[src/rtl/ahb_bridge_arbiter_if.sv]
// Request/grant bundle between the AHB masters, the bridge hready and the arbiter.
// "slave" is the arbiter side; "master" is the side that drives requests and hready.
interface ahb_bridge_arbiter_if #(
    parameter int NUM_MASTERS = 4,
    parameter int MW          = 2
);
    logic [NUM_MASTERS-1:0] hbusreq;
    logic [NUM_MASTERS-1:0] hlock;
    logic [1:0]             htrans;
    logic                   hready;
    logic [NUM_MASTERS-1:0] hgrant;
    logic [MW-1:0]          hmaster;
    logic                   hmastlock;

    modport master (
        output hbusreq, hlock, htrans, hready,
        input  hgrant, hmaster, hmastlock
    );

    modport slave (
        input  hbusreq, hlock, htrans, hready,
        output hgrant, hmaster, hmastlock
    );
endinterface

[src/rtl/ahb_bridge_arbiter.sv]
// Round-robin arbiter sharing the AHB-to-APB bridge port; grants move only on hready=1 edges.
// Optional burst-length pre-emption is enabled by defining ARB_TIMEOUT_EN.
module ahb_bridge_arbiter #(
    parameter int NUM_MASTERS = 4,
    parameter int MAX_BURST   = 8,
    parameter int MW          = 2
) (
    input  logic                 hclk,
    input  logic                 hresetn,
    ahb_bridge_arbiter_if.slave  bus
);

    typedef enum logic [1:0] {
        ST_PARK = 2'd0,
        ST_OWN  = 2'd1,
        ST_LOCK = 2'd2
    } state_t;

    localparam logic [1:0] HTRANS_IDLE   = 2'b00;
    localparam logic [1:0] HTRANS_NONSEQ = 2'b10;

    state_t                 state_q, state_d;
    logic [MW-1:0]          master_q, master_d;
    logic [MW-1:0]          rr_q;
    logic [7:0]             beat_q;
    logic [NUM_MASTERS-1:0] grant_q, grant_d;
    logic                   lock_q, lock_d;

    logic [NUM_MASTERS-1:0] owner_mask;
    logic [MW:0]            pick_all, pick_other;
    logic                   owner_req, owner_lock, lock_release, preempt;
    logic                   grant_change;

    // Returns {found, index}: first requester after ptr, wrapping, with ptr itself scanned last.
    function automatic logic [MW:0] rr_pick(input logic [NUM_MASTERS-1:0] req,
                                            input logic [MW-1:0]          ptr);
        logic [MW:0]   res;
        logic [MW-1:0] idx;
        res = '0;
        for (int i = NUM_MASTERS; i >= 1; i--) begin
            idx = MW'((int'(ptr) + i) % NUM_MASTERS);
            if (req[idx]) res = {1'b1, idx};
        end
        return res;
    endfunction

    assign owner_mask   = NUM_MASTERS'(1) << master_q;
    assign pick_all     = rr_pick(bus.hbusreq, rr_q);
    assign pick_other   = rr_pick(bus.hbusreq & ~owner_mask, rr_q);
    assign owner_req    = bus.hbusreq[master_q];
    assign owner_lock   = bus.hlock[master_q];
    assign lock_release = !owner_lock && (bus.htrans == HTRANS_IDLE);

`ifdef ARB_TIMEOUT_EN
    localparam logic [7:0] BURST_LIMIT = 8'(MAX_BURST);

    // Pre-empt only at a burst boundary so a SEQ run is never split.
    assign preempt = (state_q == ST_OWN) && (beat_q >= BURST_LIMIT) && pick_other[MW] &&
                     ((bus.htrans == HTRANS_NONSEQ) || (bus.htrans == HTRANS_IDLE));
`else
    localparam logic [7:0] unused_burst_limit = 8'(MAX_BURST);

    assign preempt = 1'b0;
`endif

    // Next-state decision; it only takes effect on an hready=1 edge.
    always_comb begin
        // NOTE: every comb output gets a default first so no path leaves it unassigned (no latch).
        state_d  = state_q;
        master_d = master_q;
        unique case (state_q)
            ST_PARK: begin
                if (pick_all[MW]) begin
                    master_d = pick_all[MW-1:0];
                    state_d  = bus.hlock[pick_all[MW-1:0]] ? ST_LOCK : ST_OWN;
                end
            end
            ST_OWN, ST_LOCK: begin
                if (state_q == ST_LOCK && !lock_release) begin
                    state_d = ST_LOCK;
                end else if (preempt) begin
                    master_d = pick_other[MW-1:0];
                    state_d  = bus.hlock[pick_other[MW-1:0]] ? ST_LOCK : ST_OWN;
                end else if (owner_req) begin
                    state_d = owner_lock ? ST_LOCK : ST_OWN;
                end else if (pick_other[MW]) begin
                    master_d = pick_other[MW-1:0];
                    state_d  = bus.hlock[pick_other[MW-1:0]] ? ST_LOCK : ST_OWN;
                end else begin
                    master_d = '0;
                    state_d  = ST_PARK;
                end
            end
            default: begin
                master_d = '0;
                state_d  = ST_PARK;
            end
        endcase
    end

    // Leaving park counts as a new ownership even when master 0 keeps the bus.
    assign grant_change = (master_d != master_q) ||
                          ((state_q == ST_PARK) && (state_d != ST_PARK));

    always_comb begin
        grant_d = NUM_MASTERS'(1) << master_d;
        lock_d  = (state_d == ST_LOCK);
    end

    always_ff @(posedge hclk or negedge hresetn) begin
        if (!hresetn) begin
            // NOTE: sequential state uses non-blocking assignments so all registers update together.
            state_q  <= ST_PARK;
            master_q <= '0;
            rr_q     <= '0;
            beat_q   <= '0;
            grant_q  <= NUM_MASTERS'(1);
            lock_q   <= 1'b0;
        end else if (bus.hready) begin
            state_q  <= state_d;
            master_q <= master_d;
            grant_q  <= grant_d;
            lock_q   <= lock_d;
            if (grant_change) begin
                rr_q   <= master_d;
                beat_q <= '0;
            end else if (bus.htrans[1] && (beat_q != 8'hFF)) begin
                beat_q <= beat_q + 8'd1;
            end
        end
    end

    assign bus.hgrant    = grant_q;
    assign bus.hmaster   = master_q;
    assign bus.hmastlock = lock_q;

endmodule

[src/flat_wrapper.sv]
// flat-port wrapper written by rule: the top's interface ports become plain ports
module ahb_bridge_arbiter_flat 
#(
    parameter int NUM_MASTERS = 4,
    parameter int MAX_BURST   = 8,
    parameter int MW          = 2
)
  (hclk, hresetn, bus_hbusreq, bus_hlock, bus_htrans, bus_hready, bus_hgrant, bus_hmaster, bus_hmastlock);
  ahb_bridge_arbiter_if #(.NUM_MASTERS(NUM_MASTERS), .MW(MW)) bus_i ();
  input  logic hclk;
  input  logic hresetn;
  input wire logic [$bits(bus_i.hbusreq)-1:0] bus_hbusreq;
  input wire logic [$bits(bus_i.hlock)-1:0] bus_hlock;
  input wire logic [$bits(bus_i.htrans)-1:0] bus_htrans;
  input wire logic [$bits(bus_i.hready)-1:0] bus_hready;
  output wire logic [$bits(bus_i.hgrant)-1:0] bus_hgrant;
  output wire logic [$bits(bus_i.hmaster)-1:0] bus_hmaster;
  output wire logic [$bits(bus_i.hmastlock)-1:0] bus_hmastlock;
  assign bus_i.hbusreq = bus_hbusreq;
  assign bus_i.hlock = bus_hlock;
  assign bus_i.htrans = bus_htrans;
  assign bus_i.hready = bus_hready;
  assign bus_hgrant = bus_i.hgrant;
  assign bus_hmaster = bus_i.hmaster;
  assign bus_hmastlock = bus_i.hmastlock;
  ahb_bridge_arbiter #(.NUM_MASTERS(NUM_MASTERS), .MAX_BURST(MAX_BURST), .MW(MW)) u_core (.hclk(hclk), .hresetn(hresetn), .bus(bus_i));
endmodule
[config.mk]
export PLATFORM = sky130hd
export DESIGN_NAME = ahb_bridge_arbiter_flat
export DESIGN_NICKNAME = d
export VERILOG_FILES = /design/src/rtl/ahb_bridge_arbiter_if.sv /design/src/rtl/ahb_bridge_arbiter.sv /design/src/flat_wrapper.sv
export SDC_FILE = /design/constraint.sdc
export NUM_CORES = 1
export LEC_CHECK = 0
export CAP_MARGIN = 20
export CORE_MARGIN = 5
export CORE_UTILIZATION = 40
export CTS_CLUSTER_SIZE = 24
export DETAILED_ROUTE_END_ITERATION = 6
export PLACE_DENSITY_LB_ADDON = 0.12
export SLEW_MARGIN = 20
export SYNTH_ARGS = -nofsm -noshare
export SYNTH_HDL_FRONTEND = slang
export SYNTH_SLANG_ARGS = --single-unit
[constraint.sdc]
create_clock -name hclk -period 3 [get_ports hclk]
set_input_delay 0.6 -clock hclk [delete_from_list [all_inputs] [get_ports hclk]]
set_output_delay 0.6 -clock hclk [all_outputs]
set_load 0.1 [all_outputs]
==> parameters.txt <==
Parameter                              Value

Run status
  Run status    completed

Power and ir drop
  P per Cell Area    1190 nW/um^2
  P_leak    0.772 nW
  Final total power    0.00207 W
  Worst-case vdd ir drop    0.000607 V

Layout
  Final #Nets    216
  Area of the multi-input gates    948 um^2
  Ant diodes    0
  Area grow syn2layout    31.6%
  Count of non-filler cells in the finished layout    243
  Sequential standard cell area    279 um^2
  Share of final-layout standard cells stronger than drive strength 1    0.307
  End-of-flow core utilization    0.561
  Filler Cells Inserted    307

Setup path
  Critical path class    primary input to register
  Critical Path End Type    register
  Data required time at the worst endpoint    3170 ps
  Slowest cell delay on critical path    520 ps
  Cell count of the worst reg-to-reg path    9
  Critical path destination    u_core.rr_q[1]
  Worst reg-to-reg setup slack    160 ps
  RR Endpoint    u_core.rr_q[1]
  Crit path launch    bus_hlock[3]
  Crit path max-delay cell type    sky130_fd_sc_hd__mux4_2
  Worst-path cell chain    clkdlybuf4s50_1 > mux4_2 > o31ai_4 > and2_4 > buf_4 > o22ai_1 > a21oi_1 > xnor2_1 > a31oi_2 > mux2_4
  Data arrival time of the critical path    3030 ps
  Setup crit start kind    primary input
  Maximum fanout count along the critical path    4
  Beginning of the worst register-to-register path    u_core.rr_q[0]

Clock tree
  Clock H-tree levels    1
  Clock transition at the register clock pins on the worst setup and hold paths after CTS    80 ps
  Clk Tree Root Cell    sky130_fd_sc_hd__clkbuf_4
  CTS tree    done
  Hold buffer count at CTS    0
  Number of buffers created by CTS    3
  Source-to-sink clock delay at the later pin of the worst-skew pair    280 ps
  Sinks on the clock net    11
  Buffer levels on the longest clock path    2

Yosys
  Cell types with the largest area share after synthesis    sky130_fd_sc_hd__dfrtp_1 (19%), sky130_fd_sc_hd__nand3_1 (4.2%), sky130_fd_sc_hd__o21ai_0 (4.2%), sky130_fd_sc_hd__o2bb2ai_1 (3.3%), sky130_fd_sc_hd__a21oi_1 (3.0%)
  Cell area after technology mapping    1320 um^2
  Instance count of the mapped netlist    160
  Number of enable flip-flop cells after synthesis    0
  Most common library cells after synthesis    sky130_fd_sc_hd__nand3_1 (11), sky130_fd_sc_hd__o21ai_0 (11), sky130_fd_sc_hd__dfrtp_1 (10), sky130_fd_sc_hd__inv_1 (10), sky130_fd_sc_hd__nand2_1 (10)
  Sequential cell area fraction in the yosys report    0.209
  Post-Syn Nets    176
  Portion of synthesized cell area occupied by the leading cell type    0.189
  Most frequently used flop master after synthesis    sky130_fd_sc_hd__dfrtp_1
  Post-synthesis sequential element count    11
  Yosys cell types    60
  Post-synth top area cell    sky130_fd_sc_hd__dfrtp_1
  Synthesis warning total    0
  Average instance area after synthesis    8.27 um^2
  Async set or reset register ratio after synthesis    1.00

Detailed routing
  Drt first pass iters    4
  WL met2    1840 um
  Average routed wire per standard cell    15.7 um
  Total routed wire length on the met1 layer    1790 um
  DRT Wirelength    3820 um
  DR iter-0 viols    135
  Via-to-Cell Ratio    5.84
  Routed met3 length    115 um
  Highest routed metal layer    met4
  Remaining antenna violation count    0
  Number of remaining DRC errors    0
  Via count of the routed design    1,419

STA
  Max Clk Rate    349 MHz
  RSZ-0062 raised after global routing    false
  Slew of the pin with the lowest slew margin    547 ps
  Final worst-path cycle share    0.954
  Worst clock skew    7.10 ps
  Final setup fails    0
  Clock period minus worst slack    2860 ps
  Hold violation total from the final report    0
  Slew Limit Headroom    0.635
  Max-slew violation count    0

Placed design
  Number of buffer cells added on primary ports    19
  Post-DP HPWL    3000 um
  Final weighted congestion in routability-driven placement    0.856
  Number of placed instances with taps included    239

Global routing
  Antenna violations before repair    0
  Global router's overall resource usage    0.183
  First-pass GRT wire length    6400 um
  Via count of the first global-routing pass    1,378
  Overflow left after global routing    0
  Largest net degree at the start of global routing    18

Floorplan
  I/O pins    20
  Die Height    67.5 um
  Core region area    3100 um^2
  Die Outline Area    4560 um^2
  Number of rows created at floorplan    20
  Effective utilization at floorplan    0.427
  Width of the die    67.5 um

Hold path
  Worst min-delay path class    register to register

Run
  Number of max-capacitance violations reported    0
## placed cells by master, fill, tap and decap left out, types with 2 or more instances in the layout
| master | Yosys | final |
|---|---|---|
| sky130_fd_sc_hd__inv_1 | 10 | 10 |
| sky130_fd_sc_hd__nand2b_1 | 6 | 6 |
| sky130_fd_sc_hd__dlygate4sd2_1 | 0 | 2 |
| sky130_fd_sc_hd__a211oi_1 | 2 | 2 |
| sky130_fd_sc_hd__xnor2_1 | 2 | 2 |
| sky130_fd_sc_hd__o22a_1 | 2 | 2 |
| sky130_fd_sc_hd__o211ai_2 | 2 | 2 |
| sky130_fd_sc_hd__o21ai_0 | 11 | 9 |
| sky130_fd_sc_hd__nand2_1 | 10 | 10 |
| sky130_fd_sc_hd__nor2b_1 | 4 | 3 |
| sky130_fd_sc_hd__buf_4 | 1 | 35 |
| sky130_fd_sc_hd__a31oi_1 | 4 | 4 |
| sky130_fd_sc_hd__clkbuf_4 | 0 | 3 |
| sky130_fd_sc_hd__dfrtp_1 | 10 | 8 |
| sky130_fd_sc_hd__nor2_1 | 4 | 4 |
| sky130_fd_sc_hd__dfrtp_2 | 0 | 2 |
| sky130_fd_sc_hd__o22ai_1 | 3 | 2 |
| sky130_fd_sc_hd__clkdlybuf4s50_1 | 0 | 9 |
| sky130_fd_sc_hd__and3_1 | 4 | 4 |
| sky130_fd_sc_hd__o211a_1 | 2 | 2 |
| sky130_fd_sc_hd__o2bb2ai_1 | 5 | 4 |
| sky130_fd_sc_hd__mux2i_1 | 2 | 2 |
| sky130_fd_sc_hd__a22oi_1 | 2 | 2 |
| sky130_fd_sc_hd__nand3_1 | 11 | 11 |
| sky130_fd_sc_hd__inv_2 | 3 | 3 |
| sky130_fd_sc_hd__ha_1 | 3 | 3 |
| sky130_fd_sc_hd__o21ai_1 | 3 | 5 |
| sky130_fd_sc_hd__a21oi_1 | 8 | 8 |
| sky130_fd_sc_hd__nor4_1 | 2 | 2 |
| sky130_fd_sc_hd__o311ai_1 | 1 | 3 |
## worst min-delay path by stage
stage | startpoint | depth (start not counted) | end
4_1_cts | u_core.bus.hgrant[0] | 2 | u_core.bus.hgrant[0]
2_1_floorplan | hresetn | 0 | u_core.bus.hgrant[1]
3_3_place_gp | u_core.bus.hgrant[0] | 2 | u_core.bus.hgrant[0]
5_1_grt | u_core.bus.hgrant[0] | 2 | u_core.bus.hgrant[0]
6_report | u_core.bus.hgrant[0] | 2 | u_core.bus.hgrant[0]
3_5_place_dp | u_core.bus.hgrant[0] | 2 | u_core.bus.hgrant[0]
## area by class of cell
| class | instances | area share |
|---|---|---|
| multi-input cells | 124 | 0.545 |
| repair buffers | 47 | 0.220 |
| flip-flops and latches | 11 | 0.160 |
| well taps | 44 | 0.0316 |
| inverters | 13 | 0.0280 |
| clock buffers | 3 | 0.0129 |
| clock inverters | 1 | 0.00287 |
## timing repair
action                                  CTS  global route
pin swaps                                 0             2
endpoints found under the setup margin    2             2
setup buffers                             0             0
gates resized for setup                   5             6
## registers in the layout, summed over array words and instances (netlist names)
name,flops
u_core.rr_q,2
u_core.bus.hmaster,2
u_core.bus.hgrant,4
u_core.state_q,2
u_core.bus.hmastlock,1
## where the power goes
part	switching, W	internal [W]	leakage (nW)	total, W
combinational	0.000926	0.000677	0.618	0.00160
sequential	0.000140	0.000218	0.136	0.000358
clock	0.0000553	0.0000495	0.0177	0.000105
total	0.00112	0.000945	0.772	0.00207
## critical path: cells and delay by family
kind | cells | cell delay [ps]
and+or+nand+nor | 1 | 210
xor gates and xnor gates | 1 | 110
muxes | 2 | 840
buffers and inverters | 2 | 540
AOI/OAI and AO/OA | 4 | 730
## per-layer routing
layer | track usage | vias to the layer above
met2 | 0.313 | 35
met4 | 0.0658 | 0
li1 | - | 695
met5 | 0 | -
met3 | 0.0116 | 7
met1 | 0.240 | 682
## cells by family after synthesis
family,share of synthesized area
buffers and inverters,0.0898
and+or+nand+nor,0.198
muxes,0.0718
DFF,0.209
xor gates and xnor gates,0.0199
AOI/OAI and AO/OA,0.368
adders and majority gates,0.0444
## through the flow
| stage | setup WS (ps) | hold slack (ps) | TNS [ps] | instance area [um^2] |
|---|---|---|---|---|
| floorplan | 54.4 | 304 | 0 | 1330 |
| global placement | -375 | 467 | -835 | 1690 |
| detailed placement | -390 | 468 | -946 | 1690 |
| CTS | 32.2 | 490 | 0 | 1730 |
| global route | 17.6 | 516 | 0 | 1740 |
| finish | 138 | 484 | 0 | 1740 |
(Power assumes the default switching activity.)
==> patch 1 (config.mk and constraints unchanged) <==
Add a define of `ARB_TIMEOUT_EN`.
--- a/src/rtl/ahb_bridge_arbiter.sv
+++ b/src/rtl/ahb_bridge_arbiter.sv
@@ -1,5 +1,7 @@
 // Round-robin arbiter sharing the AHB-to-APB bridge port; grants move only on hready=1 edges.
 // Optional burst-length pre-emption is enabled by defining ARB_TIMEOUT_EN.
+`define ARB_TIMEOUT_EN
+
 module ahb_bridge_arbiter #(
     parameter int NUM_MASTERS = 4,
     parameter int MAX_BURST   = 8,
Behaviour: same outputs for any inputs over 4 cycles, from zero or initial values and one cycle with hresetn low; that may be too few to reach the edited logic, so the function may still have changed.
==> patch 1 against the original RTL <==
- global-route usage fell by 1.6 points
- area after synthesis rose by 35%
- sequential power rose by 25%
- first-iteration DRC count fell by 13%
- cell area rose by 35%
- worst setup slack got worse by 0.093 ns
- clock power rose by 60%
- sequential cell count rose by 8
- die area rose by 29%
- routed wire length rose by 31%
- power rose by 22%
- critical path type unchanged
==> patch 1: results <==
[yosys]
yosysSeqAreaShare_pct = 26.7
synth_nets = 227
synth_common_cells = "19 x nor2_1, 18 x dfrtp_1, 15 x nand2_1"
synth_compound_area_share_pct = 27.9
synth.area.top_cells = "dfrtp_1 25%, ha_1 4.2%, nor2_1 4.0%, mux2_2 3.8%, mux2i_1 3.4%"
synth-xor-area-share_pct = 2.95
synthAdderAreaFrac_pct = 4.21
synth_cell_types = 58

[setup_path]
worst_path_max_delay_cell = "mux4_2"
max_stage_delay_ns = 0.54
arrival_ns = 3.09

[routing]
dr.pass1.iters = 4
dr_wl_met2_um = 2560
wirelength_um = 5010
met3_length_um = 103
wl_met1_um = 2270
vias = 1797
viasPerCell = 5.85
initialDrtViolationCount = 118

[clocking]
path_clk_slew_ns = 0.06
cts-root-buf = "clkbuf_8"

[run_status]
status = "completed"

[grt]
grt_pass1_wl_um = 8340
grt_max_degree = 22
track_usage_pct = 16.7

[final_layout]
drive_gt1_share_pct = 29.8
fin_nets = 275
area_growth_pct = 31.7
fillers = 403

[timing]
fin_skew_ns = 0.00226
maxSlewHeadroom_pct = 44.6

[placement]
dpl_cell_area_um2 = 2210
place_congestion = 1.03

[pwr]
vdd_drop_max_mv = 0.528
power_leakage_nw = 1.02
swShare_pct = 50.5
==> patch 1: changes by cell type after synthesis, moves of 4 or more <==
cell and change:
dfrtp_1 +8, mux2_2 +5, mux2i_1 +4, nand2_1 +5, nand3_1 -8, nand4_1 +4, nor2_1 +15, nor3_1 +6
o21ai_0 -6, o2bb2ai_1 -4, o31a_1 +4, o31ai_1 +6
==> patch 1: final timing paths <==
path / from / to / slack, ns / depth (start not counted)
max in group asynchronous: hresetn / u_core.bus.hmaster[1] / 1.60 / 1
worst min-delay path: u_core.bus.hgrant[0] / u_core.bus.hgrant[0] / 0.49 / 2
worst min register to register: u_core.bus.hgrant[0] / u_core.bus.hgrant[0] / 0.49 / 2
worst max-delay path: bus_hlock[3] / u_core.rr_q[0] / 0.05 / 9
min in group asynchronous: hresetn / u_core.bus.hgrant[2] / 0.83 / 1
worst max register to register: u_core.bus.hmaster[0] / u_core.rr_q[0] / 0.25 / 8
==> patch 1: logic make-up (layout without fill, tap and decap cells) <==
group,Yosys count,in the layout
AND/OR/NAND/NOR,77,77
AO/OA/AOI/OAI,64,64
buffers and inverters,21,68
flip-flops,19,19
multiplexers,15,15
adder cells (fa/ha/maj),6,6
XOR/XNOR,6,6
==> patch 1: critical path: cells and delay by family <==
family	cells	cell delay, ns
buffers and inverters	1	0.44
AOI/OAI and AO/OA	5	0.95
muxes	2	0.85
and+or+nand+nor	1	0.24
==> patch 1: per-layer routing <==
layer,vias to the layer above,track usage [%]
met2,36,29.8
met1,877,21.1
met3,6,1.41
met4,0,5.42
li1,878,-
met5,-,0
==> patch 1: metrics by stage <==
stage,power (mW),setup slack [ns],setup TNS [ns]
after detailed placement,2.24,-0.299,-3.68
final,2.52,0.0452,0
after global routing,2.68,-0.0434,-0.0722
after global placement,2.21,-0.265,-2.85
after CTS,2.42,0.00484,0
after floorplan,1.68,0.0343,0
==> patch 1: power groups by stage <==
| stage | sequential (mW) | clock [mW] | combinational [mW] |
|---|---|---|---|
| 2_1_floorplan | 0.650 | 0 | 1.03 |
| 3_3_place_gp | 0.445 | 0 | 1.76 |
| 3_5_place_dp | 0.451 | 0 | 1.79 |
| 4_1_cts | 0.445 | 0.171 | 1.80 |
| 5_1_grt | 0.460 | 0.185 | 2.04 |
| 6_report | 0.449 | 0.168 | 1.90 |
==> patch 1: layout make-up <==
type | count | area share [%]
inverters | 10 | 1.60
multi-input cells | 168 | 54.6
well taps | 52 | 2.77
flip-flops and latches | 19 | 20.4
clock buffers | 4 | 1.92
repair buffers | 54 | 18.7
==> patch 1: timing repair <==
action,CTS,global route
gates cloned,0,0
endpoints found under the setup margin,3,16
pin swaps,1,3
resized for setup,2,12
buffers inserted,0,2
==> patch 2 (config.mk and constraints unchanged) <==
Made on the original files. Make the reset (`hresetn`) synchronous in one clocked block.
--- a/src/rtl/ahb_bridge_arbiter.sv
+++ b/src/rtl/ahb_bridge_arbiter.sv
@@ -107,7 +107,7 @@
         lock_d  = (state_d == ST_LOCK);
     end
 
-    always_ff @(posedge hclk or negedge hresetn) begin
+    always_ff @(posedge hclk) begin
         if (!hresetn) begin
             // NOTE: sequential state uses non-blocking assignments so all registers update together.
             state_q  <= ST_PARK;
Formal check against the unedited RTL: differs if hresetn is asserted again (counterexample within 4 cycles, from zero or initial values and one cycle with hresetn low); with hresetn held inactive, the same outputs for 4 cycles.
==> patch 2 against the original RTL <==
- cell area increased by 9.5%
- routed wire length up 7.6%
- worst setup slack worse by 0.012 ns
- area after synthesis shrank 1.1%
- critical path depth decreased by 1
- hold slack gained 0.015 ns
- count of clock-buffer cells in the layout increased by 1
- sequential cell count unchanged
- critical path type unchanged
Power is not compared: it rests on default switching activity, and its combinational part moved more than twofold at a synthesized area within 25%.
==> patch 2: results <==
[routing]
viasPerCell = 5.59
dr_wl_met2_um = 2070
met3_length_um = 184
initialDrtViolationCount = 81
wl_per_cell_um = 15.2
wl_met1_um = 1740

[yosys]
syn_inst = 175
synthAdderAreaFrac_pct = 2.87
synth_compound_area_share_pct = 38.2
synth_nets = 191
async_reset_ff_share_pct = 0
synth_mux_area_share_pct = 7.36
synth_common_cells = "23 x nand2_1, 13 x nor2_1, 11 x dfxtp_1"
yosysSeqAreaShare_pct = 16.8

[run_status]
status = "completed"

[placement]
dpl_cell_area_um2 = 1750
post-place-ws_ns = -0.440
place_congestion = 0.972
hpwl_um = 3090
dp.cells = 264

[grt]
grt_pass1_vias = 1490
track_usage_pct = 20.0
grt.met1_usage_pct = 25.5
met2_usage_pct = 34.2
grtUsageMet3_pct = 1.66

[final_layout]
fin_nets = 244
fin_cells = 271

[setup_path]
regToRegStartpoint = "u_core.bus.hmaster[0]"
max_stage_delay_ns = 0.54
cp_max_fo = 3
r2r_end = "u_core.rr_q[1]"
critPathTopFamily = "compound AO/OA/AOI/OAI gates"

[timing]
fin_skew_ns = 0.00433
setup_slack_ns = 0.126

[clocking]
cts_setup_buffers = 3

[hold_path]
hold_path_end = "u_core.bus.hgrant[0]"
min_from = "u_core.bus.hgrant[0]"
## patch 2: cell types whose count changed in the layout (fill, tap and decap cells not counted), sizes merged, moves of 5 or more
cell,delta
nand3,-10
dfrtp,-10
buf,+15
dfxtp,+11
nand2,+13
nor2b,+5
nor2,+9
## patch 2: power by group through the flow
stage                     clock (mW)  sequential, mW  combinational [mW]
after CTS                      0.105           0.221               0.748
after global routing           0.114           0.232               0.843
final                         0.0994           0.226               0.783
after floorplan                    0           0.290               0.378
after global placement             0           0.221               0.682
after detailed placement           0           0.222               0.692
## patch 2: final cells by class
type                    instances  area [um^2]
repair buffers                 62          502
fillers                       313         1200
clock buffers                   4         26.3
well taps                      44         55.1
flip-flops and latches         11          225
inverters                       9         33.8
multi-input cells             141         1060
## patch 2: logic make-up after synthesis
group                      after synthesis
AOI/OAI and AO/OA                       63
xor gates and xnor gates                 2
adders and majority gates                3
buffers and inverters                   23
DFF                                     11
muxes                                    8
and+or+nand+nor                         65
